<file path="src/rtl/sa_seq_pkg.sv">
// Shared state type, engine mode encodings and widths for the systolic-array host sequencer.
package sa_seq_pkg;

    typedef enum logic [2:0] {
        ST_IDLE,
        ST_WRITE,
        ST_LOAD,
        ST_MATMUL,
        ST_READ,
        ST_DONE
    } seq_state_t;

    // {sa_load, sa_write} as seen by the engine
    localparam logic [1:0] MODE_WRITE  = 2'b01;
    localparam logic [1:0] MODE_LOAD   = 2'b10;
    localparam logic [1:0] MODE_MATMUL = 2'b00;
    localparam logic [1:0] MODE_READ   = 2'b11;

    localparam int DATA_W = 8;
    localparam int RES_W  = 19;
    localparam int IDX_W  = 3;
    localparam int SEL_W  = 4;

endpackage

</file>
<file path="src/rtl/sa_res_fifo.sv">
// Synchronous first-word-fall-through result FIFO; DEPTH must be a power of two.
module sa_res_fifo
    import sa_seq_pkg::*;
#(
    parameter int DEPTH = 16
) (
    input  logic             clk,
    input  logic             rst,
    input  logic             push,
    input  logic [RES_W-1:0] push_data,
    input  logic             pop,
    output logic [RES_W-1:0] head,
    output logic             full,
    output logic             empty
);

    localparam int AW = $clog2(DEPTH);
    localparam logic [AW:0] FULL_COUNT = DEPTH[AW:0];

    logic [RES_W-1:0] mem [DEPTH];
    logic [AW-1:0]    wr_ptr;
    logic [AW-1:0]    rd_ptr;
    logic [AW:0]      count;
    logic             do_push;
    logic             do_pop;

    assign full    = (count == FULL_COUNT);
    assign empty   = (count == '0);
    assign head    = mem[rd_ptr];
    assign do_push = push && !full;
    assign do_pop  = pop && !empty;

    always_ff @(posedge clk) begin
        if (do_push) begin
            mem[wr_ptr] <= push_data;
        end
    end

    always_ff @(posedge clk) begin
        if (rst) begin
            wr_ptr <= '0;
            rd_ptr <= '0;
            count  <= '0;
        end else begin
            if (do_push) wr_ptr <= wr_ptr + 1'b1;
            if (do_pop)  rd_ptr <= rd_ptr + 1'b1;
            case ({do_push, do_pop})
                2'b10:   count <= count + 1'b1;
                2'b01:   count <= count - 1'b1;
                default: count <= count;
            endcase
        end
    end

endmodule

</file>
<file path="src/rtl/sa_host_sequencer.sv">
// Host-side job sequencer for the systolic-array engine: write, load, matmul, read back.
// Optional wait/read timeout is compiled in with SA_SEQ_TIMEOUT_EN.
module sa_host_sequencer
    import sa_seq_pkg::*;
#(
    parameter int ROWS           = 16,
    parameter int COLS           = 8,
    parameter int RESULT_WORDS   = 16,
    parameter int RES_DEPTH      = 16,
    parameter int TIMEOUT_CYCLES = 255
) (
    input  logic              clk,
    input  logic              rst,
    input  logic              start,
    input  logic              in_valid,
    output logic              in_ready,
    input  logic [DATA_W-1:0] in_data,
    output logic              sa_en,
    output logic              sa_load,
    output logic              sa_write,
    output logic [DATA_W-1:0] sa_data,
    output logic [IDX_W-1:0]  sa_idx,
    output logic [SEL_W-1:0]  sa_reg_select,
    input  logic              sa_int,
    input  logic              sa_output_en,
    input  logic [RES_W-1:0]  sa_result,
    output logic              res_valid,
    input  logic              res_ready,
    output logic [RES_W-1:0]  res_data,
    output logic              busy,
    output logic              done,
    output logic              err_overflow,
    output logic              err_timeout
);

    localparam int RCW = $clog2(RESULT_WORDS + 1);
    localparam int TW  = $clog2(TIMEOUT_CYCLES + 1);
    localparam logic [IDX_W-1:0] COL_LAST = IDX_W'(COLS - 1);
    localparam logic [SEL_W-1:0] ROW_LAST = SEL_W'(ROWS - 1);
    localparam logic [RCW-1:0]   RES_LAST = RCW'(RESULT_WORDS - 1);
    localparam logic [TW-1:0]    TO_LIMIT = TW'(TIMEOUT_CYCLES);

`ifdef SA_SEQ_TIMEOUT_EN
    localparam bit TIMEOUT_EN = 1'b1;
`else
    localparam bit TIMEOUT_EN = 1'b0;
`endif

    seq_state_t        state_q, state_d;
    logic [SEL_W-1:0]  row_q, row_d;
    logic [IDX_W-1:0]  col_q, col_d;
    logic [RCW-1:0]    res_cnt_q, res_cnt_d;
    logic [TW-1:0]     tcnt_q;
    logic              armed_q, armed_d;
    logic              err_ovf_q, err_ovf_d;
    logic              err_to_q, err_to_d;
    logic [1:0]        mode_q, mode_d;
    logic [DATA_W-1:0] data_q, data_d;
    logic [IDX_W-1:0]  idx_q, idx_d;
    logic [SEL_W-1:0]  sel_q, sel_d;
    logic              en_q, en_d;
    logic              hs;
    logic              wait_hit;
    logic              timeout_hit;
    logic              fifo_push;
    logic              fifo_full;
    logic              fifo_empty;

    assign hs          = (state_q == ST_WRITE) && in_valid;
    // A wait state only completes on a 1 seen after it has observed a 0.
    assign wait_hit    = armed_q && sa_int;
    assign timeout_hit = TIMEOUT_EN && (tcnt_q == TO_LIMIT) &&
                         (state_q inside {ST_LOAD, ST_MATMUL, ST_READ});
    assign fifo_push   = (state_q == ST_READ) && sa_output_en && !fifo_full;

    always_comb begin
        state_d   = state_q;
        row_d     = row_q;
        col_d     = col_q;
        res_cnt_d = res_cnt_q;
        armed_d   = armed_q | ~sa_int;
        err_ovf_d = err_ovf_q;
        err_to_d  = err_to_q;
        data_d    = data_q;
        idx_d     = idx_q;
        sel_d     = sel_q;
        case (state_q)
            ST_IDLE: begin
                if (start) begin
                    state_d   = ST_WRITE;
                    row_d     = '0;
                    col_d     = '0;
                    res_cnt_d = '0;
                    err_ovf_d = 1'b0;
                    err_to_d  = 1'b0;
                end
            end
            ST_WRITE: begin
                if (in_valid) begin
                    data_d = in_data;
                    idx_d  = col_q;
                    sel_d  = row_q;
                    if (col_q == COL_LAST) begin
                        col_d = '0;
                        if (row_q == ROW_LAST) state_d = ST_LOAD;
                        else                   row_d   = row_q + 1'b1;
                    end else begin
                        col_d = col_q + 1'b1;
                    end
                end
            end
            ST_LOAD:   if (wait_hit) state_d = ST_MATMUL;
            ST_MATMUL: if (wait_hit) state_d = ST_READ;
            ST_READ: begin
                // The engine cannot be stalled: a word arriving at a full FIFO is lost.
                if (sa_output_en) begin
                    if (fifo_full) err_ovf_d = 1'b1;
                    if (res_cnt_q == RES_LAST) state_d   = ST_DONE;
                    else                       res_cnt_d = res_cnt_q + 1'b1;
                end
            end
            ST_DONE:   state_d = ST_IDLE;
            default:   state_d = ST_IDLE;
        endcase

        if (timeout_hit) begin
            state_d  = ST_DONE;
            err_to_d = 1'b1;
        end
        if (state_d != state_q) armed_d = 1'b0;

        en_d = (state_d != ST_IDLE);
        case (state_d)
            ST_LOAD:   mode_d = MODE_LOAD;
            ST_MATMUL: mode_d = MODE_MATMUL;
            default:   mode_d = MODE_READ;
        endcase
        if (hs) mode_d = MODE_WRITE;
    end

    always_ff @(posedge clk) begin
        if (rst) begin
            state_q   <= ST_IDLE;
            row_q     <= '0;
            col_q     <= '0;
            res_cnt_q <= '0;
            armed_q   <= 1'b0;
            err_ovf_q <= 1'b0;
            err_to_q  <= 1'b0;
            mode_q    <= MODE_READ;
            data_q    <= '0;
            idx_q     <= '0;
            sel_q     <= '0;
            en_q      <= 1'b0;
        end else begin
            state_q   <= state_d;
            row_q     <= row_d;
            col_q     <= col_d;
            res_cnt_q <= res_cnt_d;
            armed_q   <= armed_d;
            err_ovf_q <= err_ovf_d;
            err_to_q  <= err_to_d;
            mode_q    <= mode_d;
            data_q    <= data_d;
            idx_q     <= idx_d;
            sel_q     <= sel_d;
            en_q      <= en_d;
        end
    end

    // Restarts at every state change so each timed state gets its own budget.
    always_ff @(posedge clk) begin
        if (rst || (state_d != state_q)) tcnt_q <= '0;
        else if (tcnt_q != TO_LIMIT)      tcnt_q <= tcnt_q + 1'b1;
    end

    sa_res_fifo #(
        .DEPTH(RES_DEPTH)
    ) u_res_fifo (
        .clk      (clk),
        .rst      (rst),
        .push     (fifo_push),
        .push_data(sa_result),
        .pop      (res_ready),
        .head     (res_data),
        .full     (fifo_full),
        .empty    (fifo_empty)
    );

    assign {sa_load, sa_write} = mode_q;
    assign sa_en         = en_q;
    assign sa_data       = data_q;
    assign sa_idx        = idx_q;
    assign sa_reg_select = sel_q;
    assign in_ready      = (state_q == ST_WRITE);
    assign busy          = (state_q != ST_IDLE);
    assign done          = (state_q == ST_DONE);
    assign res_valid     = !fifo_empty;
    assign err_overflow  = err_ovf_q;
    assign err_timeout   = err_to_q;

endmodule

</file>
<file path="config.mk">
export PLATFORM = sky130hd
export DESIGN_NAME = sa_host_sequencer
export DESIGN_NICKNAME = d
export VERILOG_FILES = /design/src/rtl/sa_seq_pkg.sv /design/src/rtl/sa_res_fifo.sv /design/src/rtl/sa_host_sequencer.sv
export SDC_FILE = /design/constraint.sdc
export NUM_CORES = 1
export LEC_CHECK = 0
export ABC_AREA = 1
export ABC_CLOCK_PERIOD_IN_PS = 3000
export CORE_AREA = 3 3 162 164
export DETAILED_ROUTE_END_ITERATION = 8
export DIE_AREA = 0 0 165 167
export PLACE_DENSITY = 0.79
export SYNTH_ARGS = -nofsm -noshare
export SYNTH_HDL_FRONTEND = slang
export SYNTH_SLANG_ARGS = --single-unit
</file>
<file path="constraint.sdc">
create_clock -name clk -period 3 [get_ports clk]
set_clock_uncertainty 0.1 [all_clocks]
set_input_delay 0.3 -clock clk [delete_from_list [all_inputs] [get_ports clk]]
set_output_delay 0.3 -clock clk [all_outputs]
set_load 0.05 [all_outputs]
</file>
==> impl_metrics.json <==
{
  "status": "complete, no violations",
  "grt_max_degree": 157,
  "htreeDepth": 2,
  "worstPathMaxFanout": 73,
  "grt_pass1_wl_um": 51400,
  "die_y_um": 167,
  "period_needed_ns": 2.81,
  "wl_um": 32500,
  "mostFrequentLayoutCells": "edfxtp_1, inv_1, nand2_1",
  "antenna_cells": 0,
  "final_hold_viol_count": 0,
  "via_per_inst": 5.67,
  "post_cts_resized": 0,
  "power_density_nw_per_um2": 825,
  "syn_area_um2": 14900,
  "numCtsBuffers": 36,
  "wire_per_inst_um": 18.7,
  "clock.fmax_mhz": 356,
  "fin_nets": 1438,
  "hold_class": "input pin to flip-flop",
  "port_buffers": 75,
  "drive_gt1_frac": 0.104,
  "whs_path_depth": 3,
  "period_share": 0.936,
  "worst_pin_slew_ns": 0.836,
  "end_kind": "primary output",
  "dr.pass1.iters": 5,
  "final_common_cell": "edfxtp_1",
  "synth_edf_count": 304,
  "rows": 58,
  "gr-total-overflow": 0,
  "start_util": 0.594,
  "cts.path.max_buffers": 3,
  "critPathMaxStageDelay_ns": 0.61,
  "p_switching_w": 0.00472,
  "grt_pass1_vias": 9793,
  "relSlewSlack": 0.440,
  "worstPathArrival_ns": 2.41,
  "synth_seq_cells": 356,
  "setup_violations": 0,
  "start_kind": "flip-flop",
  "yosysUniqueCellTypes": 36,
  "cts.sinks": 356,
  "p_int_w": 0.00956,
  "die_area_um2": 27600,
  "fin_setup_tns_ns": 0,
  "finalWorstSetupSlack_ns": 0.192,
  "core_um2": 25000,
  "ant_nets": 0,
  "leakage_nw": 6.36,
  "switching_share": 0.330,
  "async_reset_ff_frac": 0,
  "pin_count": 77,
  "drcViolationCount": 0,
  "cap_violations": 0,
  "crit_type": "flip-flop to primary output",
  "antenna_found_initial": 0,
  "syn_avg_cell_area_um2": 11.4,
  "finalMaxSlewViolations": 0,
  "rsz0062_at_grt": "false",
  "cts_root_buf": "clkbuf_16",
  "path_cells": "buf_12, a21oi_1, o21ai_0, nand3_1, nand3_1, nand2_1, buf_12",
  "cts_tree": "built",
  "area_growth_pct": 16.3,
  "p_comb_frac": 0.310,
  "drt_iter0_drc": 981,
  "slowest_stage": "dfxtp_4",
  "syn-num-nets": 1357,
  "synth_area_leaders": "edfxtp_1, dfxtp_1, inv_1",
  "cts_setup_buffers": 0,
  "yosys_warnings": 0,
  "synth_top_cell_area_share": 0.613,
  "grt_util_all_layers": 0.238,
  "ff2ff_path_depth": 14,
  "hpwl_um": 19700,
  "seq_area_frac_synth": 0.683,
  "gp_congestion": 0.813,
  "die_w_um": 165,
  "vdd_drop_max_mv": 0.605,
  "ys.flop_type": "edfxtp_1",
  "yosysTopAreaCell": "edfxtp_1",
  "required_ns": 2.60,
  "cts.clk_slew.worst_paths_ns": 0.06,
  "syn_inst": 1308,
  "clock_latency_ns": 0.51,
  "pwr-share-clk": 0.297,
  "vias": 9887,
  "dpl_worst_slack_ns": 0.441,
  "seqPwrFrac": 0.392,
  "ctsHoldBuffers": 0
}
==> flip-flops by register name (all words and copies together), names as in the netlist, 4 cells and up, named ones only <==
| register | count |
|---|---|
| sa_data | 8 |
| sa_reg_select | 4 |
| u_res_fifo.mem | 304 |
| u_res_fifo.count | 5 |
| u_res_fifo.rd_ptr | 4 |
| u_res_fifo.wr_ptr | 4 |
| row_q | 4 |
| res_cnt_q | 5 |
==> layer usage <==
layer  global-route usage  part of all wire  vias to the layer above  wire length [um]
met3               0.0284             0.063                       71              2040
met4               0.0886             0.028                        0               901
met2                0.385              0.49                      385             16000
met5                    0                 0                        -                 0
met1                0.333              0.42                     4749             13600
li1                     -                 -                     4682                 -
==> cell usage after synthesis, types with 15 or more instances <==
master	count
edfxtp_1	304
o211ai_1	78
a21oi_1	98
inv_1	199
clkbuf_1	29
o21ai_0	89
buf_2	15
buf_4	20
nor2_1	50
dfxtp_1	52
nand2_1	172
nand3_1	128
==> path summary, 6_finish.rpt <==
kind                                 start             endpoint  slack [ns]
worst max register to register  state_q[1]  u_res_fifo.count[4]        0.44
worst min-delay path            in_data[3]           sa_data[3]        0.23
worst min register to register  sa_data[7]           sa_data[7]        0.36
worst max-delay path             flip-flop         res_data[12]        0.19
==> critical path, delay by kind of cell (launching register included) <==
kind | cells | cell delay [ns]
buf+inv | 2 | 0.54
compound gates | 2 | 0.25
flops | 1 | 0.61
simple gates | 3 | 0.48
==> stage by stage <==
stage	cell area [um2]	total power (W)	cells	hold WS (ns)	utilization
2_1_floorplan	14900	0.00866	1308	0.269	-
3_3_place_gp	16200	0.00998	1681	0.340	0.647
3_5_place_dp	16200	0.0101	1681	0.346	0.647
4_1_cts	17300	0.0143	1744	0.224	0.691
5_1_grt	17300	0.0149	1744	0.253	0.691
6_report	17300	0.0143	1744	0.234	0.691
==> power by group through the flow <==
stage | combinational, W | sequential, W | clock [W]
2_1_floorplan | 0.00304 | 0.00562 | 0
3_3_place_gp | 0.00428 | 0.00570 | 0
3_5_place_dp | 0.00438 | 0.00570 | 0
4_1_cts | 0.00443 | 0.00560 | 0.00430
5_1_grt | 0.00483 | 0.00561 | 0.00446
6_report | 0.00443 | 0.00560 | 0.00425
==> cell families after synthesis <==
| family | synth area share |
|---|---|
| buffers and inverters | 0.0762 |
| xor gates and xnor gates | 0.00412 |
| other | 0.000252 |
| adders and majority gates | 0.0131 |
| and+or+nand+nor | 0.111 |
| AOI/OAI and AO/OA | 0.112 |
| DFF | 0.683 |
==> layout make-up <==
cell class              instances  area, um2
flip-flops and latches        356      10200
fillers                      1681       7730
clock buffers                  53       1010
well taps                     330        413
repair buffers                111       1210
clock inverters                10        110
multi-input cells             679       3620
inverters                     205        771
No activity file was read; power rests on OpenSTA's default activity.
